### src/rtl/decode_pkg.sv
// Shared constants for the decode stage: destination-select encodings,
// immediate field widths and the register-select width helper.
package decode_pkg;

    localparam logic [1:0] REG_DST_RD   = 2'b00;
    localparam logic [1:0] REG_DST_RT   = 2'b01;
    localparam logic [1:0] REG_DST_RS   = 2'b10;
    localparam logic [1:0] REG_DST_LAST = 2'b11;

    localparam int I5_W  = 5;
    localparam int I8_W  = 8;
    localparam int J11_W = 11;

    function automatic int reg_sel_w(input int num_regs);
        return $clog2(num_regs);
    endfunction

endpackage

### src/rtl/regfile_bypass_p.sv
// Register file with two combinational read ports; a same-cycle write to the
// selected register is forwarded to the read data (write-first).
module regfile_bypass_p
    import decode_pkg::*;
#(
    parameter int  DATA_W    = 16,
    parameter int  NUM_REGS  = 8,
    localparam int REG_SEL_W = reg_sel_w(NUM_REGS)
) (
    input  logic                 clk,
    input  logic                 rst,
    input  logic                 wb_en,
    input  logic [REG_SEL_W-1:0] wb_sel,
    input  logic [DATA_W-1:0]    wb_data,
    input  logic [REG_SEL_W-1:0] rs_sel,
    input  logic [REG_SEL_W-1:0] rt_sel,
    output logic [DATA_W-1:0]    rs_data,
    output logic [DATA_W-1:0]    rt_data
);

    logic [DATA_W-1:0] regs [NUM_REGS];

    always_ff @(posedge clk or negedge rst) begin
        if (!rst) begin
            for (int i = 0; i < NUM_REGS; i++) begin
                regs[i] <= '0;
            end
        end else if (wb_en) begin
            regs[wb_sel] <= wb_data;
        end
    end

    assign rs_data = (wb_en && (wb_sel == rs_sel)) ? wb_data : regs[rs_sel];
    assign rt_data = (wb_en && (wb_sel == rt_sel)) ? wb_data : regs[rt_sel];

endmodule

### src/rtl/decode_pipe.sv
// Pipelined decode stage: register read with bypass, immediate and PC-target
// generation, load-use stall and flush, latched into a handshaked ID/EX slot.
module decode_pipe
    import decode_pkg::*;
#(
    parameter int  DATA_W    = 16,
    parameter int  NUM_REGS  = 8,
    localparam int REG_SEL_W = reg_sel_w(NUM_REGS)
) (
    input  logic                 clk,
    input  logic                 rst,
    input  logic                 in_valid,
    output logic                 in_ready,
    input  logic [15:0]          instruction,
    input  logic [DATA_W-1:0]    pc_2,
    input  logic [1:0]           reg_dst,
    input  logic                 is_jal,
    input  logic                 sign_ext,
    input  logic                 immd_src,
    input  logic                 mem_read,
    input  logic                 flush,
    input  logic                 wb_en,
    input  logic [REG_SEL_W-1:0] wb_sel,
    input  logic [DATA_W-1:0]    wb_data,
    output logic                 out_valid,
    input  logic                 out_ready,
    output logic [DATA_W-1:0]    out_rd1,
    output logic [DATA_W-1:0]    out_rd2,
    output logic [DATA_W-1:0]    out_immd,
    output logic [DATA_W-1:0]    out_pc_br,
    output logic [DATA_W-1:0]    out_pc_jmp,
    output logic [REG_SEL_W-1:0] out_wsel,
    output logic                 out_mem_read,
    output logic                 err
);

    logic [REG_SEL_W-1:0] rs, rt, rd, wsel;
    logic [DATA_W-1:0]    rd1, rd2, i5_ext, i8_ext, j11_ext;
    logic                 hazard, accept;
    logic                 unused_opcode;

    assign rs = REG_SEL_W'(instruction[10:8]);
    assign rt = REG_SEL_W'(instruction[7:5]);
    assign rd = REG_SEL_W'(instruction[4:2]);
    assign unused_opcode = ^instruction[15:11];

    regfile_bypass_p #(
        .DATA_W   (DATA_W),
        .NUM_REGS (NUM_REGS)
    ) u_regfile (
        .clk     (clk),
        .rst     (rst),
        .wb_en   (wb_en),
        .wb_sel  (wb_sel),
        .wb_data (wb_data),
        .rs_sel  (rs),
        .rt_sel  (rt),
        .rs_data (rd1),
        .rt_data (rd2)
    );

    assign i5_ext  = {{(DATA_W-I5_W){sign_ext & instruction[I5_W-1]}}, instruction[I5_W-1:0]};
    assign i8_ext  = {{(DATA_W-I8_W){sign_ext & instruction[I8_W-1]}}, instruction[I8_W-1:0]};
    assign j11_ext = {{(DATA_W-J11_W){instruction[J11_W-1]}}, instruction[J11_W-1:0]};

    always_comb begin
        wsel = rd;
        case (reg_dst)
            REG_DST_RD:   wsel = rd;
            REG_DST_RT:   wsel = rt;
            REG_DST_RS:   wsel = rs;
            REG_DST_LAST: wsel = REG_SEL_W'(NUM_REGS - 1);
        endcase
    end

    // rt is compared even for formats that do not read it: a rare extra stall is harmless
    assign hazard   = out_valid & out_mem_read & ((out_wsel == rs) | (out_wsel == rt));
    assign in_ready = flush | ((~out_valid | out_ready) & ~hazard);
    assign accept   = in_valid & in_ready;

    always_ff @(posedge clk or negedge rst) begin
        if (!rst) begin
            out_valid    <= 1'b0;
            out_rd1      <= '0;
            out_rd2      <= '0;
            out_immd     <= '0;
            out_pc_br    <= '0;
            out_pc_jmp   <= '0;
            out_wsel     <= '0;
            out_mem_read <= 1'b0;
        end else if (flush) begin
            out_valid <= 1'b0;
        end else if (accept) begin
            out_valid    <= 1'b1;
            out_rd1      <= rd1;
            out_rd2      <= rd2;
            out_immd     <= immd_src ? i5_ext : i8_ext;
            out_pc_br    <= pc_2 + i8_ext;
            out_pc_jmp   <= pc_2 + j11_ext;
            out_wsel     <= wsel;
            out_mem_read <= mem_read;
        end else if (out_ready) begin
            // A hazard always blocks accept, so this branch also inserts the load-use bubble
            out_valid <= 1'b0;
        end
    end

    always_ff @(posedge clk or negedge rst) begin
        if (!rst) begin
            err <= 1'b0;
        end else if (accept && !flush && (reg_dst == REG_DST_LAST) && !is_jal) begin
            err <= 1'b1;
        end
    end

endmodule

### config.mk
export PLATFORM = sky130hd
export DESIGN_NAME = decode_pipe
export DESIGN_NICKNAME = d
export VERILOG_FILES = /design/src/rtl/decode_pkg.sv /design/src/rtl/regfile_bypass_p.sv /design/src/rtl/decode_pipe.sv
export SDC_FILE = /design/constraint.sdc
export NUM_CORES = 1
export LEC_CHECK = 0
export BUFFER_PORTS_ARGS = -buffer_cell sky130_fd_sc_hd__buf_2
export CORE_MARGIN = 10
export CORE_UTILIZATION = 58
export DETAILED_ROUTE_END_ITERATION = 8
export GPL_ROUTABILITY_DRIVEN = 0
export HOLD_SLACK_MARGIN = 0.03
export PLACE_DENSITY = 0.78
export REMOVE_ABC_BUFFERS = 1
export SETUP_SLACK_MARGIN = 0.15
export SLEW_MARGIN = 20
export SYNTH_ARGS = -nofsm -noshare
export SYNTH_HDL_FRONTEND = slang
export SYNTH_SLANG_ARGS = --single-unit
### constraint.sdc
create_clock -name clk -period 2.12 [get_ports clk]
set_input_delay 0.424 -clock clk [delete_from_list [all_inputs] [get_ports clk]]
set_output_delay 0.424 -clock clk [all_outputs]
set_load 0.02 [all_outputs]
## Yosys cells after proc, flatten, opt, wreduce, memory -nomap -nowiden

Index checks and enable logic that the tools add are counted.

- Register bits after elaboration: 214
- Latch bits: 0
- Bits in writable memories: 0
- Memory bits (read-only): 0
- Input port bits: 63
- Output and inout bits: 87
- Logic and storage cells: 72
- Memories: 0

- Add/subtract/negate cells: 2
- Multiply operators: 0
- Div/mod/pow operators: 0
- Order comparisons: 4
- Eq/ne operators: 7
- Shifts and indexed selects: 0
- Muxes and demuxes: 16
- Bitwise logic cells: 15
- Reductions and logical operators: 11

Operators with widths:

| operator | number |
|---|---|
| bitwise mux 128 bit | 1 |
| two-way mux 16 bit | 8 |
| binary-select mux 16 bit (select 3 bit) | 2 |
| demux 16 bit (select 3 bit) | 1 |
| adder 16 bit | 2 |
| == test 3 bit | 4 |
| >= comparator 4 bit, second input constant | 3 |
| NOT 3 -> 4 bit | 3 |
| case mux 3 bit (4 select lines) | 1 |
| bitwise AND 1 bit | 6 |
| logical AND 1 bit | 6 |
| == test 2 bit, second input constant | 2 |
| < comparator 4 x 1 -> 1 bit, second input constant | 1 |
| two-way mux 1 bit | 3 |
| NOT 1 bit | 3 |
| OR 1 bit | 3 |
| nonzero test 3 bit | 1 |
| == test 2 x 1 -> 1 bit, second input constant | 1 |
| logical NOT 1 bit | 2 |
| logical NOT 2 bit | 1 |
| AND reduction 2 bit | 1 |

## Depth between registers and ports, before layout

- Depth after elaboration: 10
- Depth in mapped cells: 11

## Cells and area by module

From an unflattened synthesis, not the netlist that was laid out.

- Cell total of the unflattened synthesis: 888
- Area total of the unflattened synthesis: 11,421.0 um^2

Modules (own cells, without submodules):

| module | instances | cells an instance | area an instance (um^2) |
|---|---|---|---|
| regfile_bypass_p | 1 | 452 | 7,508.5 |
| decode_pipe | 1 | 436 | 3,912.5 |

## Worst setup path before layout

OpenSTA, ideal clock, no wires.

- Path type: input to register
- From: input instruction[0]
- To: register out_pc_br[10]
- Setup time: 0.064 ns
- Arrival time: 2.401 ns
- Required time: 2.056 ns
- Setup slack: -0.345 ns
- Stages on the path: 8
- Buffers on the path: 0
- Cell sequence: ha_1 > fa_1 > a21o_1 > a221oi_1 > o21ai_2 > or3_1 > a31oi_1 > a21o_1

- Cells in the longest elaborated chain, start to end: 1

Ends and longest elaborated chain:

| item | line | text |
|---|---|---|
| from (decl) | decode_pipe.sv:14 | `input logic [15:0] instruction,` |
| adder 16 bit | decode_pipe.sv:98 | `out_pc_br <= pc_2 + i8_ext;` |
| to (signal assigned) | decode_pipe.sv:98 |  |
| to (decl) | decode_pipe.sv:30 | `output logic [DATA_W-1:0] out_pc_br,` |

Every way passes these cells.
A chain may end at the register's enable or synchronous reset.

## Worst setup path after layout

- From: register out_wsel[2]
- To: register out_immd[4]

- Cells in the longest elaborated chain, start to end: 8
- Elaborated cells between the ends (all ways): 9
- Classes of those cells: eq/ne (2); bitwise (6); reduce/logical (1)

Ends and longest elaborated chain:

| item | line | text |
|---|---|---|
| from (decl) | decode_pipe.sv:32 | `output logic [REG_SEL_W-1:0] out_wsel,` |
| from (signal assigned) | decode_pipe.sv:100 | `out_wsel <= wsel;` |
| == test 3 bit | decode_pipe.sv:77 | `assign hazard = out_valid & out_mem_read & ((out_wsel == rs) \| (out_wsel == rt));` |
| OR 1 bit * | decode_pipe.sv:77 |  |
| bitwise AND 1 bit * | decode_pipe.sv:77 |  |
| NOT 1 bit * | decode_pipe.sv:78 | `assign in_ready = flush \| ((~out_valid \| out_ready) & ~hazard);` |
| bitwise AND 1 bit * | decode_pipe.sv:78 |  |
| OR 1 bit * | decode_pipe.sv:78 |  |
| bitwise AND 1 bit * | decode_pipe.sv:79 | `assign accept = in_valid & in_ready;` |
| AND reduction 2 bit (no source line) * | -- |  |
| to (signal assigned) | decode_pipe.sv:97 | `out_immd <= immd_src ? i5_ext : i8_ext;` |
| to (decl) | decode_pipe.sv:29 | `output logic [DATA_W-1:0] out_immd,` |

Mark *: on every way between the ends. The rest lies on a longest branch, timed or not.

==> results.py <==
metrics = {
    "status": {
        "status": "finished, final reports clean",
    },
    "grt": {
        "antenna_found_initial": 0,
        "track_usage_pct": 23.2,
        "gr-total-overflow": 0,
        "grt_max_degree": 53,
        "grt_pass1_wl_mm": 44.9,
        "grt_pass1_vias": 8269,
    },
    "logic_synthesis": {
        "ys_seq_area_share_pct": 45.3,
        "yosys.cell_types.count": 52,
        "synth_top_area_cell": "dfrtp_1",
        "syn_area_um2": 11000,
        "yosysWarningCount": 0,
        "syn-mean-instance-area_um2": 12.4,
        "synth_ff_type": "dfrtp_1",
        "synth_edf_count": 0,
        "synth_seq_cells": 199,
        "synth_top_cell_area_share_pct": 45.3,
        "synthArstFlopShare_pct": 100,
        "synth_area_leaders": "dfrtp_1, mux2_2, mux4_2, o21ai_0, mux2i_1",
        "syn_inst": 888,
    },
    "finish": {
        "antenna-diode-count": 0,
        "fillCellCount": 1286,
        "synthToLayoutAreaGrowth_pct": 21.5,
        "multi_input_comb_area_um2": 5660,
        "fin_nets": 1160,
        "seqCellArea_um2": 4980,
        "final_common_cell": "dfrtp_1",
        "drive_gt1_share_pct": 46.7,
        "fin_cells": 1321,
        "final_area_um2": 13400,
        "final_cell_mix": "dfrtp_1, mux2_2, buf_2",
    },
    "setup_path": {
        "critPathSlowestCell": "a2111o_2",
        "crit_path_end_kind": "flop",
        "endpoint": "out_immd[4]",
        "crit_start": "out_wsel[2]",
        "crit_required_ns": 2.44,
        "cp_num_buf_inv": 1,
        "critPathKind": "flop to flop",
        "r2r_end": "out_immd[4]",
        "r2r_start": "out_wsel[2]",
        "cpPeakStageDelay_ns": 0.46,
        "ff2ff_path_depth": 5,
        "crit_cells": 5,
        "worst_path_dominant_cell_family": "compound AO/OA/AOI/OAI gates",
        "cp_cell_sequence": "xnor2_2 > a41o_1 > a2111o_2 > bufbuf_16 > mux2_2",
        "start_kind": "flop",
        "path_max_fanout": 14,
        "crit_arrival_ns": 2.34,
        "ff2ff_setup_slack_ns": 0.10,
    },
    "pwr": {
        "peakVddDrop_mv": 0.684,
        "pwr_density_cell_nw_per_um2": 932,
        "power_mw": 12.4,
        "p_leak_nw": 6.20,
    },
    "floorplan": {
        "die_area_um2": 24900,
        "ios": 150,
        "core_area_um2": 18600,
        "start_util_pct": 58.9,
        "die_x_um": 158,
        "rows": 50,
        "die_h_um": 158,
    },
    "clock_tree": {
        "cts_tree": "done",
        "clk_latency_ns": 0.44,
        "cts_num_sinks": 199,
        "numCtsBuffers": 17,
        "clock_path_buffers": 2,
        "h-tree-depth": 4,
        "path_clk_slew_ns": 0.07,
        "cts_root_buf": "clkbuf_16",
    },
    "job": {
        "maxCapViolCount": 0,
    },
    "sta": {
        "finClkSkew_ns": 0.00814,
        "rsz0062_at_grt": "yes",
        "finalHoldViolCount": 0,
        "setup_viol": 0,
        "worst_pin_slew_ns": 0.492,
        "period_needed_ns": 2.02,
        "max_freq_ghz": 0.496,
        "slew_headroom_pct": 67.2,
        "slew_viol_final": 0,
        "tns_ns": 0,
        "finalCritPeriodShare_pct": 95.1,
    },
    "placement": {
        "hpwlAfterDp_mm": 19.7,
        "placed_area_um2": 12500,
        "port_buffers": 144,
        "dpl.cell_count": 1280,
    },
    "drt": {
        "met3_wirelength_mm": 1.70,
        "first_pass_iters": 5,
        "top_layer_used": "met4",
        "ant_nets": 0,
        "wl_per_cell_um": 22.1,
        "initialDrtViolationCount": 581,
        "drc": 0,
        "viasPerCell": 6.07,
        "drt-met1-wl_mm": 12.0,
        "vias": 8013,
        "drt_wl_total_mm": 29.1,
        "wl_met2_mm": 14.9,
    },
    "worst_hold_path": {
        "hold_class": "input pin to flop",
        "holdCritStartpoint": "is_jal",
    },
}
-- stage by stage --
step / hold slack (ns) / setup WS (ns) / util [%]
floorplan: 0.128 / -1.24 / -
global placement: 0.412 / -0.472 / 67.0
detailed placement: 0.416 / -0.488 / 67.0
CTS: 0.150 / 0.112 / 70.8
global route: 0.167 / 0.0532 / 71.6
finish: 0.159 / 0.104 / 71.6
-- final cells by class --
| class | count | area share [%] |
|---|---|---|
| multi-input combinational | 599 | 42.4 |
| inverter | 6 | 0.169 |
| clock buffer | 19 | 3.32 |
| tap | 234 | 2.19 |
| timing repair buffer | 251 | 13.3 |
| clock inverter | 13 | 1.34 |
| sequential | 199 | 37.3 |
-- registers in the layout, summed over array words and instances (netlist names) --
register / count
err: 1
out_immd: 9
out_mem_read: 1
out_pc_br: 16
out_pc_jmp: 8
out_rd1: 16
out_rd2: 16
out_valid: 1
out_wsel: 3
u_regfile.regs: 128
-- how the worst min path moves through the flow --
stage	cells after the start	slack, ns	endpoint
6_report	2	0.16	err
5_1_grt	2	0.17	err
4_1_cts	2	0.15	err
3_5_place_dp	1	0.42	out_pc_jmp[11]
3_3_place_gp	1	0.41	out_pc_jmp[9]
2_1_floorplan	0	0.13	err
-- cells in the mapped netlist, drive strengths merged (3+ instances only) --
| cell type | number |
|---|---|
| nand2b | 8 |
| nor2b | 3 |
| mux2 | 140 |
| nor3b | 4 |
| o211ai | 3 |
| o21a | 3 |
| a21oi | 17 |
| dfrtp | 199 |
| a211oi | 4 |
| xor2 | 13 |
| ha | 22 |
| o21ai | 96 |
| inv | 6 |
| mux4 | 64 |
| nor3 | 5 |
| xnor2 | 20 |
| or3 | 3 |
| a21o | 17 |
| nand4b | 3 |
| nand3 | 6 |
| nand2 | 93 |
| nand4 | 5 |
| mux2i | 35 |
| a31oi | 3 |
| buf | 55 |
| clkbuf | 30 |
| nor2 | 6 |
-- power breakdown --
| part | switching, mW | leakage, nW | internal, mW | total, mW |
|---|---|---|---|---|
| clock network | 1.46 | 0.295 | 2.00 | 3.46 |
| logic | 1.84 | 3.49 | 1.87 | 3.71 |
| registers | 0.614 | 2.41 | 4.67 | 5.28 |
| total | 3.91 | 6.20 | 8.54 | 12.4 |
-- metal layers --
layer	up-vias	global-route usage (%)
met5	-	0
met4	0	6.90
met3	41	4.59
met2	266	40.3
met1	4073	28.5
li1	3633	-
-- repair_timing --
| item | CTS | global route |
|---|---|---|
| setup buffers | 0 | 3 |
| endpoints found under the setup margin | 22 | 56 |
| endpoints found under the hold margin | 48 | 0 |
| gates cloned | 1 | 4 |
| hold buffers | 1 | 0 |
| pin swaps | 3 | 2 |
| resized for setup | 8 | 24 |
-- kinds of logic (layout without fill, tap and decap cells) --
group           after synthesis  in the layout  synth area share [%]
fa+ha+maj                    23             23                  2.69
xor+xnor                     33             33                  2.63
mux                         239            239                  30.7
flops                       199            199                  45.3
simple gates                144            144                  6.21
compound gates              159            160                  8.48
buf+inv                      91            289                  4.02
Note: power is estimated with default switching activity, not from simulation.
